$ cat src/rtl/riscv_lsu_handshake.sv
// Load/store unit: turns MEM-stage byte/half/word accesses into word-aligned req/gnt/rvalid bus transfers.
// Latency: store >= 2 stall cycles (IDLE, REQ) then DONE; load >= IDLE, REQ, RESP, DONE.
// Backpressure: bus_req is held with stable fields until gnt; the pipeline is stalled through REQ/RESP.
//
// Ports:
//   i_clk, i_rstn              clock, async active-low reset
//   i_lsu_*                    MEM-stage request (valid, wr_en, func3, addr, wr_data)
//   o_lsu_rd_data/rd_valid     registered, extended load result and its one-cycle pulse
//   o_lsu_stall                hold the pipeline
//   o_lsu_exc / o_lsu_err      misaligned/illegal pulse; bus error or timeout pulse
//   o_lsu_bus_* / i_lsu_bus_*  req/gnt/rvalid data bus
module riscv_lsu_handshake #(
  parameter int XLEN        = 32,  // only 32 is supported
  parameter int TIMEOUT_CYC = 16,  // 0 disables the timeout
  parameter int CNT_W       = 5    // 2**CNT_W must exceed TIMEOUT_CYC
) (
  input  logic            i_clk,
  input  logic            i_rstn,
  input  logic            i_lsu_valid,
  input  logic            i_lsu_wr_en,
  input  logic [2:0]      i_lsu_func3,
  input  logic [XLEN-1:0] i_lsu_addr,
  input  logic [XLEN-1:0] i_lsu_wr_data,
  output logic [XLEN-1:0] o_lsu_rd_data,
  output logic            o_lsu_rd_valid,
  output logic            o_lsu_stall,
  output logic            o_lsu_exc,
  output logic            o_lsu_err,
  output logic            o_lsu_bus_req,
  output logic [XLEN-1:0] o_lsu_bus_addr,
  output logic            o_lsu_bus_wen,
  output logic [3:0]      o_lsu_bus_byte_sel,
  output logic [XLEN-1:0] o_lsu_bus_wr_data,
  input  logic            i_lsu_bus_gnt,
  input  logic            i_lsu_bus_rvalid,
  input  logic [XLEN-1:0] i_lsu_bus_rdata,
  input  logic            i_lsu_bus_err
);

  typedef enum logic [1:0] {S_IDLE, S_REQ, S_RESP, S_DONE} state_t;

  state_t            state_q, state_d;
  logic              op_wr_q;
  logic [2:0]        op_f3_q;
  logic [XLEN-1:0]   op_addr_q;
  logic [XLEN-1:0]   op_wd_q;
  logic              err_q, err_d;
  logic [CNT_W-1:0]  cnt_q;
  logic [XLEN-1:0]   rd_data_q;

  logic              legal;
  logic              accept;
  logic              timeout_hit;
  logic [3:0]        sel;
  logic [XLEN-1:0]   wdat;
  logic [XLEN-1:0]   shifted;
  logic [XLEN-1:0]   ext;

  // Legality of the access presented by the MEM stage.
  always_comb begin
    legal = 1'b0;
    case (i_lsu_func3)
      3'b000:  legal = 1'b1;
      3'b001:  legal = ~i_lsu_addr[0];
      3'b010:  legal = (i_lsu_addr[1:0] == 2'b00);
      3'b100:  legal = ~i_lsu_wr_en;
      3'b101:  legal = ~i_lsu_wr_en & ~i_lsu_addr[0];
      default: legal = 1'b0;
    endcase
  end

  assign accept = (state_q == S_IDLE) && i_lsu_valid && legal;

  // Timeout fires on the last allowed REQ/RESP cycle; a completion in that
  // same cycle still takes priority (except a load gnt, which is not completion).
  assign timeout_hit = (TIMEOUT_CYC != 0) && (cnt_q == CNT_W'(TIMEOUT_CYC - 1));

  // Byte lanes and lane-replicated store data from the latched op.
  always_comb begin
    sel  = 4'b1111;
    wdat = op_wd_q;
    case (op_f3_q[1:0])
      2'b00: begin
        sel  = 4'b0001 << op_addr_q[1:0];
        wdat = {4{op_wd_q[7:0]}};
      end
      2'b01: begin
        sel  = 4'b0011 << {op_addr_q[1], 1'b0};
        wdat = {2{op_wd_q[15:0]}};
      end
      default: ;
    endcase
  end

  // Bring the addressed lane down to bit 0, then extend.
  assign shifted = i_lsu_bus_rdata >> {op_addr_q[1:0], 3'b000};

  always_comb begin
    ext = shifted;
    case (op_f3_q)
      3'b000:  ext = {{(XLEN-8){shifted[7]}},   shifted[7:0]};
      3'b001:  ext = {{(XLEN-16){shifted[15]}}, shifted[15:0]};
      3'b100:  ext = {{(XLEN-8){1'b0}},         shifted[7:0]};
      3'b101:  ext = {{(XLEN-16){1'b0}},        shifted[15:0]};
      default: ext = shifted;
    endcase
  end

  // Next state.
  always_comb begin
    state_d = state_q;
    err_d   = err_q;
    case (state_q)
      S_IDLE: begin
        if (accept) begin
          state_d = S_REQ;
          err_d   = 1'b0;
        end
      end
      S_REQ: begin
        if (i_lsu_bus_gnt && op_wr_q) begin
          // A store is done once granted; err sampled with gnt wins.
          state_d = S_DONE;
          err_d   = i_lsu_bus_err;
        end else if (timeout_hit) begin
          state_d = S_DONE;
          err_d   = 1'b1;
        end else if (i_lsu_bus_gnt) begin
          state_d = S_RESP;
        end
      end
      S_RESP: begin
        if (i_lsu_bus_rvalid) begin
          state_d = S_DONE;
          err_d   = i_lsu_bus_err;
        end else if (timeout_hit) begin
          state_d = S_DONE;
          err_d   = 1'b1;
        end
      end
      S_DONE:  state_d = S_IDLE;
      default: state_d = S_IDLE;
    endcase
  end

  always_ff @(posedge i_clk or negedge i_rstn) begin
    if (!i_rstn) begin
      state_q   <= S_IDLE;
      op_wr_q   <= 1'b0;
      op_f3_q   <= 3'b000;
      op_addr_q <= '0;
      op_wd_q   <= '0;
      err_q     <= 1'b0;
      cnt_q     <= '0;
      rd_data_q <= '0;
    end else begin
      state_q <= state_d;
      err_q   <= err_d;
      if (accept) begin
        op_wr_q   <= i_lsu_wr_en;
        op_f3_q   <= i_lsu_func3;
        op_addr_q <= i_lsu_addr;
        op_wd_q   <= i_lsu_wr_data;
        cnt_q     <= '0;
      end else if (state_q == S_REQ || state_q == S_RESP) begin
        cnt_q <= cnt_q + CNT_W'(1);
      end
      // Errored responses leave the previous load result in place.
      if (state_q == S_RESP && i_lsu_bus_rvalid && !i_lsu_bus_err) begin
        rd_data_q <= ext;
      end
    end
  end

  // Combinational outputs are gated by reset so every output reads 0 while
  // i_rstn is low, even if the MEM stage keeps presenting a request.
  assign o_lsu_stall        = i_rstn && ((state_q == S_REQ) || (state_q == S_RESP) || accept);
  assign o_lsu_exc          = i_rstn && (state_q == S_IDLE) && i_lsu_valid && !legal;
  assign o_lsu_rd_valid     = (state_q == S_DONE) && !op_wr_q && !err_q;
  assign o_lsu_err          = (state_q == S_DONE) && err_q;
  assign o_lsu_rd_data      = rd_data_q;
  assign o_lsu_bus_req      = (state_q == S_REQ);
  assign o_lsu_bus_addr     = o_lsu_bus_req ? {op_addr_q[XLEN-1:2], 2'b00} : '0;
  assign o_lsu_bus_wen      = o_lsu_bus_req && op_wr_q;
  assign o_lsu_bus_byte_sel = o_lsu_bus_req ? sel : 4'b0000;
  assign o_lsu_bus_wr_data  = (o_lsu_bus_req && op_wr_q) ? wdat : '0;

endmodule

$ cat config.mk
export PLATFORM = sky130hd
export DESIGN_NAME = riscv_lsu_handshake
export DESIGN_NICKNAME = d
export VERILOG_FILES = /design/src/rtl/riscv_lsu_handshake.sv
export SDC_FILE = /design/constraint.sdc
export NUM_CORES = 1
export LEC_CHECK = 0
export CAP_MARGIN = 25
export CORE_MARGIN = 3
export CORE_UTILIZATION = 45
export DETAILED_ROUTE_END_ITERATION = 10
export PLACE_DENSITY = 0.84
export RECOVER_POWER = 100
export SYNTH_ARGS = -nofsm -noshare
export SYNTH_HDL_FRONTEND = slang
export SYNTH_SLANG_ARGS = --single-unit
export TNS_END_PERCENT = 20
$ cat constraint.sdc
create_clock -name i_clk -period 5.1 [get_ports i_clk]
set_input_delay 1.02 -clock i_clk [delete_from_list [all_inputs] [get_ports i_clk]]
set_output_delay 1.02 -clock i_clk [all_outputs]
set_load 0.05 [all_outputs]
==> results.md <==
* Status: finished with violations
* Failing checks: capacitance limit, slew limit
* Pre-antenna DRT Iters at 5
* FMAX at 0.2501 GHz
* Worst VDD drop at 0.0003844 V
* Flops & latches, synth at around 110
* Fin. max-slew vios at ~150
* Total CTS buffers at 9
* Via/cell ratio at approximately 5.4
* Comb power frac at 56.6%
* Postcts setup bufs at 0
* Crit. End Element: primary output
* DRC Markers at 0
* Hold violation count in the final report at 0
* Final setup vio count at 0
* Worst Hold Class: reg -> reg
* Crit path buf inv count at 1
* Seq/Total Area, Yosys at a little under half
* Nets at approximately 840
* Die ar. at 13930 sq um
* Synth area leaders: dfrtp_1 48%, mux2_2 15%, mux2i_1 6.2%
* Post-synth top area share at between 40% and 50%
* Share of cells above drive strength 1 at 14.19%
* Ys Warns at 0
* Vias in the first global route at between 5000 and 6000
* Hold_buf cts at 0
* Total track usage at 24.14%
* Post-DRT Antenna Nets at 0
* Syn Std Cell Area at between 5000 and 6000 sq um
* Cell with the most instances after synthesis: dfrtp_1
* First-pass GRT wire length at 26.99 mm
* Unrepaired setup endpoints after global routing: false
* Critical path arrival at 2980 ps
* P_int at roughly 2.8 mW
* Leakage at 3.694 nW
* Max Root-Sink Buffers at 2
* Syn Area/Cell at 10.50 sq um
* Ranking of synthesized cells by instance count: 108 x dfrtp_1, 77 x mux2_2, 61 x nor2_1
* Slowest CP cell: dlygate4sd3_1
* Min Tclk post-route at between 3000 and 4000 ps
* Worst-path clk slew at about 70 ps
* Crit-path max cell delay at 920 ps
* Total grt overflow at 0
* Register area at roughly 2700 sq um
* NetSw at 2.530 mW
* Die Y at 118.0 um
* Ys flop type: dfrtp_1
* Routed WL per cell at ~19 um
* Pwr dens at 652.4 nW/um^2
* Slew @ Worst Pin at between 1500 and 2000 ps
* Routability Congestion at 0.9396
* Core area at 12160 sq um
* Clock power share at between 10% and 20%
* Multi-input logic area at 2738 sq um
* CP max FO at 25
* Largest net degree at the start of global routing at 77
* I/O pin cnt at between 200 and 250
* Startpoint types: flop
* Starting DRT DRC Count at 370
* Initial antenna violation count at 0
* Via count at 4890
* Post-synth cell types at 44
* Post-Syn Instances at about 540
* Final period util at 78.41%
* Clock sink count at 108
* Crit path cell chain: nand2_1 > a21oi_1 > dlygate4sd3_1
* Number of cell rows at 40
* Sequential Power Share at between 20% and 30%
* Root Buffer: clkbuf_16
* Yosys top cell by area: dfrtp_1
* Number of synthesized flops with an enable pin at 0
* Fill cell count at about 910
* Chip width at 118.0 um
* Layout Skew at 9.885 ps
* Max-cap violations at 2
* P&R area growth vs syn at 43.48%
* Final core utilization at ~67%
* Cts repair resizes at 0
* IO Port Bufs at around 210
* Final wirelength at 16.76 mm
* Critical path type: reg -> out
* Slew HR at -21.14%
* Clock Latency Late Sink at around 350 ps
* CTS H-Tree Depth at 3
* CTS tree: built
* Antenna Cells at 0
* Async S/R FF share, synth at 100.0%
* Hpwl dp at 12.04 mm
* Crit path required time at just over 4000 ps
* Initial Util at roughly 46%
* Net Sw Frac at 47.85%
* Setup TNS at 0 ps
* Top delay family on crit path: buffers and inverters
[registers in the layout, indices dropped and copies added, names as in the netlist]
| signal | cells |
|---|---|
| op_wd_q | 32 |
| op_f3_q | 3 |
| err_q | 1 |
| state_q | 2 |
| op_addr_q | 32 |
| op_wr_q | 1 |
| o_lsu_rd_data | 32 |
| cnt_q | 5 |
[power by group through the flow]
| stage | Sequential [mW] | Clock, mW | Combinational (mW) |
|---|---|---|---|
| after floorplan | 1.84 | 0 | 1.84 |
| after global placement | 1.56 | 0 | 3.05 |
| after detailed placement | 1.59 | 0 | 3.09 |
| after CTS | 1.58 | 0.726 | 3.11 |
| after global routing | 1.63 | 0.760 | 3.20 |
| final | 1.58 | 0.713 | 2.99 |
[layout make-up]
type                       instances  area share, %
sequential                       108          33.34
multi-input combinational        386          33.78
tap                              168          2.593
inverter                           6         0.2779
timing repair buffer             217          26.29
clock buffer                      11          2.995
clock inverter                     5         0.7255
[kinds of logic after synthesis]
kind of cell,after synthesis,share of synthesized area [%]
fa+ha+maj,7,1.550
other cells,1,0.06638
mux,113,21.95
xor+xnor,3,0.4652
flops,108,47.84
buf+inv,45,3.898
simple gates,181,15.42
compound gates,80,8.815
[worst reg2reg max path: stages (launching register included)]
cell and delay (ps):
dfrtp_1 400, inv_1 160, ha_1 240, nand2_1 120, nor2_4 100, clkbuf_2 1270, mux2_2 530
[metrics by stage]
stage,std cells,worst slack (ps),area [sq um],power (mW),hold WS [ps]
floorplan,539,1294,5653,3.683,472.7
global placement,884,1275,7812,4.612,467.1
detailed placement,884,1246,7812,4.684,471.2
CTS,900,1146,8114,5.420,487.9
global route,901,910.2,8105,5.593,513.6
finish,901,1101,8105,5.288,480.4
[cells in the final DEF (no fill, tap or decap), types with 2 or more instances in the layout]
| cell type | netlist | final |
|---|---|---|
| a211oi_1 | 2 | 2 |
| a21o_1 | 3 | 3 |
| a21oi_1 | 37 | 37 |
| a221o_1 | 8 | 8 |
| a221oi_1 | 2 | 2 |
| and2_0 | 4 | 4 |
| and2_1 | 34 | 34 |
| and3_1 | 9 | 9 |
| buf_4 | 8 | 5 |
| clkbuf_1 | 22 | 4 |
| clkbuf_16 | 0 | 9 |
| clkbuf_2 | 0 | 2 |
| clkdlybuf4s50_1 | 0 | 102 |
| clkinvlp_4 | 0 | 2 |
| conb_1 | 1 | 2 |
| dfrtp_1 | 108 | 108 |
| dlygate4sd3_1 | 0 | 105 |
| ha_1 | 7 | 7 |
| inv_1 | 6 | 6 |
| mux2_2 | 77 | 77 |
| mux2i_1 | 35 | 35 |
| nand2_1 | 39 | 39 |
| nand2b_1 | 3 | 3 |
| nand3_1 | 16 | 16 |
| nand3b_1 | 2 | 2 |
| nor2_1 | 61 | 60 |
| nor2b_1 | 4 | 4 |
| nor3_1 | 2 | 2 |
| o21a_1 | 3 | 3 |
| o21ai_0 | 17 | 17 |
| o311ai_0 | 2 | 2 |
| o31a_1 | 2 | 2 |
| xor2_1 | 2 | 2 |
[path summary, 6_finish.rpt]
| kind | cells after the start | end | slack [ps] | startpoint |
|---|---|---|---|---|
| worst max-delay path | 3 | o_lsu_bus_wr_data[8] | 1100 | op_wr_q$_DFFE_PN0P_ |
| worst min-delay path | 2 | o_lsu_rd_data[4]$_DFFE_PN0P_ | 480 | o_lsu_rd_data[4]$_DFFE_PN0P_ |
| worst max register to register | 6 | op_wd_q[12]$_DFFE_PN0P_ | 2150 | state_q[0]$_DFFE_PN0P_ |
| worst min register to register | 2 | o_lsu_rd_data[4]$_DFFE_PN0P_ | 480 | o_lsu_rd_data[4]$_DFFE_PN0P_ |
| max in group asynchronous | 3 | op_wd_q[11]$_DFFE_PN0P_ | 2100 | i_rstn |
| min in group asynchronous | 1 | o_lsu_rd_data[13]$_DFFE_PN0P_ | 620 | i_rstn |
[per-layer routing]
metal | vias to the layer above | global-route usage (%) | share of wire (%)
met2 | 236 | 41.50 | 49
li1 | 2244 | - | -
met5 | - | 0 | 0
met3 | 29 | 8.073 | 9.3
met1 | 2381 | 27.81 | 39
met4 | 0 | 9.451 | 2.6
No activity file was read; power rests on OpenSTA's default activity.
